--- src/rtl/imem_loader.sv ---
// Boot-time instruction-memory loader: streams words into IMEM from a base PC,
// then releases the core. Optional running checksum under IMEM_LOADER_CHECKSUM_EN.
module imem_loader #(
    parameter int CNT_W     = 9,
    parameter int MAX_WORDS = 256
) (
    input  logic              clk,
    input  logic              rst,
    input  logic              start,
    input  logic [31:0]       base_addr,
    input  logic [CNT_W-1:0]  word_count,
    input  logic              in_valid,
    input  logic [31:0]       in_data,
    output logic              in_ready,
    output logic              mem_we,
    output logic [31:0]       mem_addr,
    output logic [31:0]       mem_wdata,
    output logic              core_rst,
    output logic              pc_load,
    output logic [31:0]       pc_init,
    output logic              busy,
    output logic              done,
    output logic              err
`ifdef IMEM_LOADER_CHECKSUM_EN
    ,
    output logic [31:0]       load_sum
`endif
);

    typedef enum logic [2:0] {IDLE, LOAD, FLUSH, RELEASE, RUN} state_t;

    state_t             state;
    logic [31:0]        base_q;
    logic [CNT_W-1:0]   cnt_q;
    logic [CNT_W-1:0]   idx;
    logic               start_ok;
    logic               accept;
    logic               can_start;

    assign start_ok  = (word_count != '0) && (word_count <= CNT_W'(MAX_WORDS))
                       && (base_addr[1:0] == 2'b00);
    assign can_start = (state == IDLE) || (state == RUN);
    assign in_ready  = (state == LOAD);
    assign accept    = in_valid && in_ready;

    always_ff @(posedge clk or posedge rst) begin
        if (rst) begin
            state     <= IDLE;
            base_q    <= '0;
            cnt_q     <= '0;
            idx       <= '0;
            mem_we    <= 1'b0;
            mem_addr  <= '0;
            mem_wdata <= '0;
            core_rst  <= 1'b1;
            pc_load   <= 1'b0;
            pc_init   <= '0;
            busy      <= 1'b0;
            done      <= 1'b0;
            err       <= 1'b0;
        end else begin
            mem_we  <= 1'b0;
            pc_load <= 1'b0;
            err     <= 1'b0;
            case (state)
                IDLE, RUN: begin
                    if (start) begin
                        if (start_ok) begin
                            base_q   <= base_addr;
                            cnt_q    <= word_count;
                            idx      <= '0;
                            busy     <= 1'b1;
                            core_rst <= 1'b1;
                            done     <= 1'b0;
                            state    <= LOAD;
                        end else begin
                            err <= 1'b1;
                        end
                    end
                end
                LOAD: begin
                    if (accept) begin
                        // byte address wraps modulo 2^32
                        mem_we    <= 1'b1;
                        mem_addr  <= base_q + 32'({idx, 2'b00});
                        mem_wdata <= in_data;
                        idx       <= idx + CNT_W'(1);
                        if (idx == cnt_q - CNT_W'(1))
                            state <= FLUSH;
                    end
                end
                FLUSH: begin
                    pc_load <= 1'b1;
                    pc_init <= base_q;
                    state   <= RELEASE;
                end
                RELEASE: begin
                    core_rst <= 1'b0;
                    busy     <= 1'b0;
                    done     <= 1'b1;
                    state    <= RUN;
                end
                default: state <= IDLE;
            endcase
        end
    end

`ifdef IMEM_LOADER_CHECKSUM_EN
    always_ff @(posedge clk or posedge rst) begin
        if (rst)
            load_sum <= '0;
        else if (can_start && start && start_ok)
            load_sum <= '0;
        else if (accept)
            load_sum <= load_sum + in_data;
    end
`endif

endmodule
--- config.mk ---
export PLATFORM = sky130hd
export DESIGN_NAME = imem_loader
export DESIGN_NICKNAME = d
export VERILOG_FILES = /design/src/rtl/imem_loader.sv
export SDC_FILE = /design/constraint.sdc
export NUM_CORES = 1
export LEC_CHECK = 0
export ABC_AREA = 1
export CORE_AREA = 8 8 138 140
export DETAILED_ROUTE_END_ITERATION = 8
export DIE_AREA = 0 0 146 148
export GPL_TIMING_DRIVEN = 0
export HOLD_SLACK_MARGIN = 0.12
export PLACE_DENSITY = 0.75
export SLEW_MARGIN = 20
export SYNTH_ARGS = -nofsm -noshare
export SYNTH_HDL_FRONTEND = slang
export SYNTH_SLANG_ARGS = --single-unit
--- constraint.sdc ---
create_clock -name clk -period 4.58 [get_ports clk]
set_input_delay 0.458 -clock clk [delete_from_list [all_inputs] [get_ports clk]]
set_output_delay 0.458 -clock clk [all_outputs]
set_load 0.02 [all_outputs]
==> metrics.yaml, run 1 <==
seq_power_share_pct: 34.7
power_frac_clock_pct: 19.1
synthXorXnorAreaFrac_pct: 1.78
place.gp.congestion: 0.953
fmax_ghz: 0.410
synth_area_mm2: 0.00738
wl_mm: 21.7
root_buffer: "clkbuf_16"
endpoint_kind: "output pin"
drc: 0
multi_input_area_mm2: 0.00303
cts_max_level: 4
async_reset_ff_share_pct: 100
wire_per_inst_um: 15.7
maxSlewHeadroom_pct: 56.4
grt_pass1_vias: 6798
synth_top_family_by_area: "simple AND/OR/NAND/NOR gates"
ctsResizeCount: 0
clkSlewWorstSetupHoldPaths_ps: 70
power.share.switching_pct: 41.5
yosysUniqueCellTypes: 29
worstPathCellList: "inv_1 -> nor2_1 -> nand2_1 -> inv_2 -> clkdlybuf4s50_1"
final.setup.tns_ps: 0
tightest_slew_ps: 654
fill_cells: 1539
finalNetCount: 1240
cp_data_required_time_ps: 4120
peakVddDrop_uv: 367
rows: 48
viasPerCell: 4.93
combPwrFrac_pct: 46.3
grt.total_usage_pct: 20.4
synth_cells: 948
p_leak_nw: 4.96
finClkSkew_ps: 7.41
dr.pass1.iters: 5
synthFlopType: "dfrtp_1"
synth_compound_area_share_pct: 7.32
worst_setup_path_start_kind: "flip-flop"
dp.final_hpwl_mm: 16.9
finish.utilization_pct: 59.9
syn_area_per_cell_um2: 7.79
fp.dieH_um: 148
vias: 6847
critical-path-top-delay-family: "buffers and inverters"
critPathSlowestCell: "clkdlybuf4s50_1"
ys_seq_area_share_pct: 52.6
port_buffers: 179
cts_hold_buf: 0
grt-ovfl-total: 0
outcome: "completed"
post-synth-top-count-cell: "nand2_1"
drive_above_1_share_pct: 5.41
ff_latch_area_mm2: 0.00388
cp.arrival_ps: 1980
finalCritPeriodShare_pct: 53.2
switchingPower_w: 0.00295
hold_viol: 0
yosys.area_share.simple_pct: 29.8
ys_seq_elements: 155
cts_buffers: 17
crit_type: "reg -> out"
synth.largest_area_cell: "dfrtp_1"
clock-sinks: 155
min_path_type: "in -> async"
fin_crit_ps: 2440
grt_max_degree: 34
synth_top_cells_by_count: "nand2_1 (391), dfrtp_1 (154), inv_1 (81), nor2_1 (66), o21ai_0 (60)"
startpoint: "state[0]$_DFFE_PP0P_"
synth.area.top_cells: "dfrtp_1 (52%), nand2_1 (20%), inv_1 (4.1%)"
cts_max_path_buffers: 2
p_int_w: 0.00414
drt_iter0_markers: 452
max_stage_delay_ps: 630
diodes: 0
clock_latency_ps: 430
antenna_left: 0
synth_enable_flop_cells: 0
report.final.slew_viol_count: 0
yosys_warnings: 0
p_per_area_mw_per_mm2: 699
rsz0062_at_grt: "false"
r2r-end: "mem_addr[16]$_DFFE_PP0P_"
cts_setup_buffers: 0
crit_path_end: "in_ready"
io_pins: 180
grt_pass1_wl_mm: 34.8
setup_viol_count_final: 0
syn_nets: 1037
p_total_w: 0.00709
core_area_mm2: 0.0169
cts_tree: "yes"
critPathMaxFanout: 8
rr_worst_depth: 12
synth.top_cell.area_share_pct: 52.2
synth-adder-area-share_pct: 2.14
antenna_found_initial: 0
r2r_slack_ps: 2260
fp.dieW_um: 146
dieArea_mm2: 0.0216
cp.depth: 5
reg2reg_from: "idx[0]$_DFFE_PP0P_"
initial_core_util_pct: 43.6
synth_mux_area_share_pct: 0
maxCapViolations: 0
crit_buf_inv: 3
area_growth_pct: 37.3
## state kept, by name (all words and copies together) (netlist names)
| register | count |
|---|---|
| mem_addr | 32 |
| busy | 1 |
| idx | 9 |
| mem_we | 1 |
| mem_wdata | 32 |
| done | 1 |
| pc_load | 1 |
| err | 1 |
| base_q | 32 |
| core_rst | 1 |
| pc_init | 32 |
| cnt_q | 9 |
| state | 3 |
## how the worst min path moves through the flow
stage,endpoint
after floorplan,base_q[0]$_DFFE_PP0P_
after global placement,done$_DFFE_PP0P_
after detailed placement,mem_addr[3]$_DFFE_PP0P_
after CTS,mem_wdata[4]$_DFFE_PP0P_
after global routing,mem_we$_DFF_PP0_
final,mem_wdata[4]$_DFFE_PP0P_
## logic make-up after synthesis
logic type,count (synthesis)
compound gates,106
xor+xnor,15
buf+inv,114
flops,155
fa+ha+maj,12
simple gates,546
## cells in the final DEF (no fill, tap or decap), types with 2 or more instances in the layout
cell	count
xor2_1	10
nand3_1	55
clkinvlp_4	8
buf_6	4
xnor2_1	5
ha_1	11
nand4_1	11
nand3b_1	2
clkbuf_8	2
clkbuf_1	13
clkinv_2	2
dfrtp_1	154
buf_12	4
clkdlybuf4s50_1	179
a21oi_1	9
clkbuf_16	17
nand2_1	391
inv_1	80
a31oi_1	4
nor3_1	15
o21ai_0	60
inv_6	2
nor2_1	66
inv_2	3
o21ai_1	31
buf_2	13
## metrics by stage
step           instance area (um^2)  instances  setup WS, ps  hold WS, ps
2_1_floorplan                  7380        948          2160          466
3_3_place_gp                   9460       1352           856          456
3_5_place_dp                   9570       1357          2150          464
4_1_cts                       10100       1389          2120          430
5_1_grt                       10100       1389          1980          459
6_report                      10100       1389          2140          424
## power groups by stage
stage | Sequential, W | Combinational [W] | Clock (W)
2_1_floorplan | 0.00291 | 0.00135 | 0
3_3_place_gp | 0.00246 | 0.00323 | 0
3_5_place_dp | 0.00247 | 0.00330 | 0
4_1_cts | 0.00246 | 0.00332 | 0.00137
5_1_grt | 0.00254 | 0.00362 | 0.00143
6_report | 0.00246 | 0.00328 | 0.00135
## cell type report
| type | instances | share of cell area, % |
|---|---|---|
| Sequential cell | 155 | 38.3 |
| Multi-Input combinational cell | 679 | 29.9 |
| Timing Repair Buffer | 184 | 18.7 |
| Clock buffer | 19 | 4.47 |
| Inverter | 84 | 3.15 |
| Tap cell | 225 | 2.78 |
| Buffer | 30 | 1.57 |
| Clock inverter | 13 | 1.17 |
## per-layer routing
metal  track usage (%)  routed length, um  part of all wire [%]  vias to the layer above
li1                  -                  -                     -                     3411
met1              24.9               9260                    43                     3198
met2              34.0              10600                    49                      199
met3              5.41               1350                   6.2                       39
met4              7.62                580                   2.7                        0
met5                 0                  0                     0                        -
(Power assumes the default switching activity.)
==> run 2, diff against run 1 <==
==> constraint.sdc (replaced) <==
create_clock -name clk -period 2.24 [get_ports clk]
set_input_delay 0.224 -clock clk [delete_from_list [all_inputs] [get_ports clk]]
set_output_delay 0.224 -clock clk [all_outputs]
set_load 0.02 [all_outputs]
==> metrics.yaml, run 2 (synthesis results as in run 1) <==
peakVddDrop_uv: 750  # was 367 uV
grt_max_degree: 34  # unchanged
worstPathCellList: "ha_2 -> fa_2 -> nand3_1 -> nand2_2 -> nand2_1 -> nand2_1 -> nand2_2 -> nand2_2 -> nand3_1 -> nand2_1 -> nand2_1 -> nand2_1"  # was inv_1 -> nor2_1 -> nand2_1 -> inv_2 -> clkdlybuf4s50_1
hold_slack_ps: 190  # was 424 ps
cts_tree: "yes"  # unchanged
dieArea_mm2: 0.0216  # unchanged
grt_pass1_vias: 6798  # unchanged
fill_cells: 1525  # was 1,539
worst_setup_path_start_kind: "flip-flop"  # unchanged
clock-sinks: 155  # unchanged
startpoint: "idx[0]$_DFFE_PP0P_"  # was state[0]$_DFFE_PP0P_
endpoint_kind: "flip-flop"  # was output pin
maxCapViolations: 0  # unchanged
drive_above_1_share_pct: 6.69  # was 5.41%
io_pins: 180  # unchanged
drt_iter0_markers: 477  # was 452
vias: 6924  # was 6,847
rows: 48  # unchanged
antenna_left: 0  # unchanged
max_stage_delay_ps: 460  # was 630 ps
crit_path_end: "mem_addr[28]$_DFFE_PP0P_"  # was in_ready
area_growth_pct: 38.1  # was 37.3%
critPathMaxFanout: 7  # was 8
p_per_area_mw_per_mm2: 1430  # was 699 mW/mm^2
maxSlewHeadroom_pct: 57.3  # was 56.4%
finalCritPeriodShare_pct: 93.9
wire_per_inst_um: 15.7  # about the same
hold_viol: 0  # unchanged
min_path_type: "in -> async"  # unchanged
p_total_w: 0.0146  # was 0.00709 W
critPathSlowestCell: "dfrtp_2"  # was clkdlybuf4s50_1
cp_data_required_time_ps: 2550  # was 4120 ps
grt-ovfl-total: 0  # unchanged
root_buffer: "clkbuf_16"  # unchanged
cts_max_level: 4  # unchanged
finClkSkew_ps: 7.78  # was 7.41 ps
fin_crit_ps: 2100
cts_hold_buf: 0  # unchanged
clock_latency_ps: 430  # about the same
dr.pass1.iters: 7  # was 5
r2r_slack_ps: 140  # was 2260 ps
path_common_cell: "nand2_1"
fp.dieH_um: 148  # unchanged
place.gp.congestion: 0.953  # unchanged
cp.depth: 12  # was 5
report.final.slew_viol_count: 0  # unchanged
fp.dieW_um: 146  # unchanged
finalNetCount: 1242  # was 1,240
initial_core_util_pct: 43.6  # unchanged
setup_viol_count_final: 0  # unchanged
layout_common_cells: "nand2_1 (386), clkdlybuf4s50_1 (178), dfrtp_1 (153)"  # was nand2_1 (391), clkdlybuf4s50_1 (179), dfrtp_1 (154)
dp.final_hpwl_mm: 16.9  # unchanged
critical-path-top-delay-family: "simple AND/OR/NAND/NOR gates"  # was buffers and inverters
r2r-end: "mem_addr[28]$_DFFE_PP0P_"  # was mem_addr[16]$_DFFE_PP0P_
cts_max_path_buffers: 2  # unchanged
diodes: 0  # unchanged
fmax_ghz: 0.476
antenna_found_initial: 0  # unchanged
reg2reg_from: "idx[0]$_DFFE_PP0P_"  # unchanged
cp.arrival_ps: 2420  # was 1980 ps
layout_commonest_cell: "nand2_1"  # unchanged
grt.total_usage_pct: 20.4  # unchanged
crit_buf_inv: 0  # was 3
drc: 0  # unchanged
rr_worst_depth: 12  # unchanged
grt_pass1_wl_mm: 34.8  # unchanged
p_leak_nw: 4.98  # was 4.96 nW
crit_type: "reg -> reg"  # was reg -> out
tightest_slew_ps: 640  # was 654 ps
clkSlewWorstSetupHoldPaths_ps: 70  # about the same
core_area_mm2: 0.0169  # unchanged
viasPerCell: 4.98  # was 4.93
cts_buffers: 17  # unchanged
outcome: "completed"  # unchanged
port_buffers: 179  # unchanged
wl_mm: 21.9  # was 21.7 mm
-- run 2: worst min path at each step --
stage | end | slack [ps] | cells past startpoint
global route | mem_we$_DFF_PP0_ | 230 | 2
floorplan | mem_wdata[0]$_DFFE_PP0P_ | 330 | 2
finish | mem_wdata[4]$_DFFE_PP0P_ | 190 | 2
detailed placement | mem_addr[3]$_DFFE_PP0P_ | 460 | 2
global placement | done$_DFFE_PP0P_ | 460 | 2
CTS | mem_wdata[4]$_DFFE_PP0P_ | 200 | 2
-- run 2: per-stage QoR --
stage	std cells	setup slack [ps]	utilization, %	setup TNS (ps)	cell area (um^2)
after floorplan	948	57.9	-	0	7380
after global placement	1352	-1250	55.8	-191250	9460
after detailed placement	1357	-43.0	56.5	-77.6	9570
after CTS	1389	11.6	59.9	0	10100
after global routing	1391	-11.3	60.2	-11.3	10200
final	1391	137	60.2	0	10200
-- run 2: power breakdown --
group | switching, W | internal (W)
clock network | 0.00117 | 0.00159
logic | 0.00397 | 0.00280
registers | 0.000910 | 0.00412
total | 0.00605 | 0.00851
-- run 2: cell type report --
class                           count  area, um^2  area share, %
Inverter                           84         319           3.13
Clock inverter                     13         119           1.17
Clock buffer                       19         453           4.44
Tap cell                          225         282           2.76
Multi-Input combinational cell    679        3060           30.1
Sequential cell                   155        3880           38.1
Buffer                             30         159           1.56
Timing Repair Buffer              186        1920           18.8
-- run 2: per-layer routing --
| metal | part of all wire, % | vias up | global-route usage, % |
|---|---|---|---|
| met5 | 0 | - | 0 |
| met4 | 2.5 | 0 | 7.62 |
| met3 | 6.5 | 37 | 5.41 |
| met2 | 49 | 220 | 34.0 |
| met1 | 42 | 3257 | 24.9 |
| li1 | - | 3410 | - |
-- run 2: what timing repair did --
| action | in CTS | in global routing |
|---|---|---|
| buffers inserted | 0 | 2 |
| pin swaps | 0 | 1 |
| endpoints found under the hold margin | 0 | 0 |
| resized for setup | 2 | 13 |
| endpoints found under the setup margin | 2 | 11 |
==> edit (config.mk and constraints of run 1) <==
Change the parameter `CNT_W` from 9 to 13.
--- a/src/rtl/imem_loader.sv
+++ b/src/rtl/imem_loader.sv
@@ -3,3 +3,3 @@
 module imem_loader #(
-    parameter int CNT_W     = 9,
+    parameter int CNT_W     = 13,
     parameter int MAX_WORDS = 256
Interface: changed (resized word_count); port bits go from 180 to 184. No check against the original RTL was run, so the function may have changed too.
==> edit against run 1 <==
  * Setup slack got worse by 0.19 ns
  * Via count is 8.8% higher
  * Routed wire length up 7.7%
  * Synthesized area grew 9.8%
  * Global-route usage is 1.4 points higher
  * Sequential cell count grew 8
  * Sequential power down 6%
  * Total power increased by 1.4%
  * Critical endpoint unchanged
  * Fmax shrank 7.1%
  * Largest cell class unchanged
  * Cell area rose by 7.5%
  * Highest routed layer unchanged
  * Synthesized cell count grew 7.6%
==> edit: results <==
group,metric,value,unit
setup_path,r2r_start,"idx[0]$_DFFE_PP0P_",
clocking,cts_made_buffers,17,
detailed_routing,wl,23410,um
finish,layout.cells.non_filler,1463,
clocking,path_clk_slew,0.06,ns
placement,dp.cells,1433,
detailed_routing,initialDrtViolationCount,579,
setup_path,critical_path.max_fanout,10,
clocking,post-cts-setup-buffers,0,
global_routing,grt_pass1_wl,37710,um
hold_path,holdCritPathClass,"input pin to asynchronous set/reset pin",
clocking,ctsResizeCount,0,
synthesis,ys_types,40,
placement,placed_cell_area,0.01032,mm^2
global_routing,antenna_found_initial,0,
clocking,h-tree-depth,4,
placement,portBuffers,183,
synthesis,async_reset_ff_frac,1.000,
global_routing,track_usage,0.2174,
finish,nNetsFinal,1324,
power_and_ir_drop,internal_power,4.225,mW
timing,hold_slack,0.3697,ns
clocking,root_buffer,"clkbuf_16",
clocking,worst_skew_pair.late_latency,0.42,ns
synthesis,yosysWarnings,0,
power_and_ir_drop,power.leakage,5.234,nW
synthesis,syn_area_per_cell,7.944,um^2
global_routing,grt_pass1_vias,7175,
synthesis,synth_area_leaders,"dfrtp_1 50%, nand2_1 16%, o21ai_0 5.1%",
finish,drive_gt1_frac,0.07027,
setup_path,reg2reg_slack,2.13,ns
detailed_routing,firstDrtPassIters,5,
timing,clock_skew,0.005600,ns
finish,fillers,1480,
setup_path,ff2ff_path_depth,13,
timing,worstMarginPinSlew,0.5538,ns
placement,gp_congestion,0.9206,
clocking,clockBufferDepth,2,
power_and_ir_drop,ir_worst_vdd,337.0,uV
setup_path,arrival,2.17,ns
finish,insertedDiodeCount,0,
placement,dp_hpwl,18280,um
synthesis,synth_common_cells,"347 x nand2_1, 162 x dfrtp_1, 104 x inv_1, 82 x o21ai_0, 71 x nor2_1",
detailed_routing,vias_per_cell,5.090,
outcome,status,"finished clean",
synthesis,ys_seq_area_frac,0.5036,
synthesis,synth_nets,1117,
global_routing,grt_start_max_net_pins,35,
placement,dpl_worst_slack,2.209,ns
setup_path,r2r_end,"mem_addr[30]$_DFFE_PP0P_",
==> edit: cell types whose count changed in the layout (fill, tap and decap cells not counted), sizes merged, moves of 4 or more <==
cell	before	now
inv	85	107
nand2	392	357
o21ai	91	116
a21oi	9	21
xor2	10	15
nor2	67	82
ha	11	15
clkdlybuf4s50	179	183
dfrtp	154	162
a31oi	4	11
==> edit: worst max path at each step <==
| stage | from | end | slack [ns] | cells after the start |
|---|---|---|---|---|
| after floorplan | rst | base_q[0]$_DFFE_PP0P_ | 2.05 | 1 |
| after global placement | rst | cnt_q[8]$_DFFE_PP0P_ | 0.68 | 2 |
| after detailed placement | idx[0]$_DFFE_PP0P_ | mem_addr[30]$_DFFE_PP0P_ | 2.21 | 13 |
| after CTS | state[0]$_DFFE_PP0P_ | in_ready | 1.92 | 5 |
| after global routing | state[0]$_DFFE_PP0P_ | in_ready | 1.82 | 5 |
| final | state[0]$_DFFE_PP0P_ | in_ready | 1.96 | 5 |
==> edit: layout make-up <==
| class | instances | area [um^2] | share of cell area |
|---|---|---|---|
| sequential | 163 | 4080 | 0.3744 |
| multi-input combinational | 718 | 3441 | 0.3157 |
| clock inverter | 8 | 103.9 | 0.009529 |
| inverter | 109 | 412.9 | 0.03789 |
| tap | 225 | 281.5 | 0.02583 |
| timing repair buffer | 188 | 1932 | 0.1773 |
| clock buffer | 22 | 474.2 | 0.04351 |
| buffer | 30 | 172.7 | 0.01584 |
==> edit: logic make-up (layout without fill, tap and decap cells) <==
kind of cell,count (synthesis),in the layout,synth area share
AOI/OAI and AO/OA,154,154,0.1013
and+or+nand+nor,526,526,0.2739
buffers and inverters,139,357,0.07180
DFF,163,163,0.5036
adders and majority gates,16,16,0.02563
xor gates and xnor gates,22,22,0.02378
==> edit: worst max-delay path, cell delays in order (launching register included) <==
cell and delay (ns):
dfrtp_1 0.40, inv_1 0.10, nor2_2 0.05, nand2_2 0.18, clkinv_1 0.36, clkdlybuf4s50_1 0.66
==> edit: layer usage <==
metal  vias up  share of wire  global-route usage
li1       3683              -                   -
met3        31          0.066             0.05442
met1      3464           0.46              0.2892
met2       269           0.46              0.3444
met5         -              0                   0
met4         0          0.019             0.06646
==> edit: power by group through the flow <==
stage          clock, mW  combinational (mW)  sequential (mW)
5_1_grt             1.48                3.80             2.38
3_5_place_dp           0                3.46             2.33
3_3_place_gp           0                3.39             2.32
6_report            1.40                3.46             2.32
4_1_cts             1.42                3.48             2.32
2_1_floorplan          0                1.45             2.81
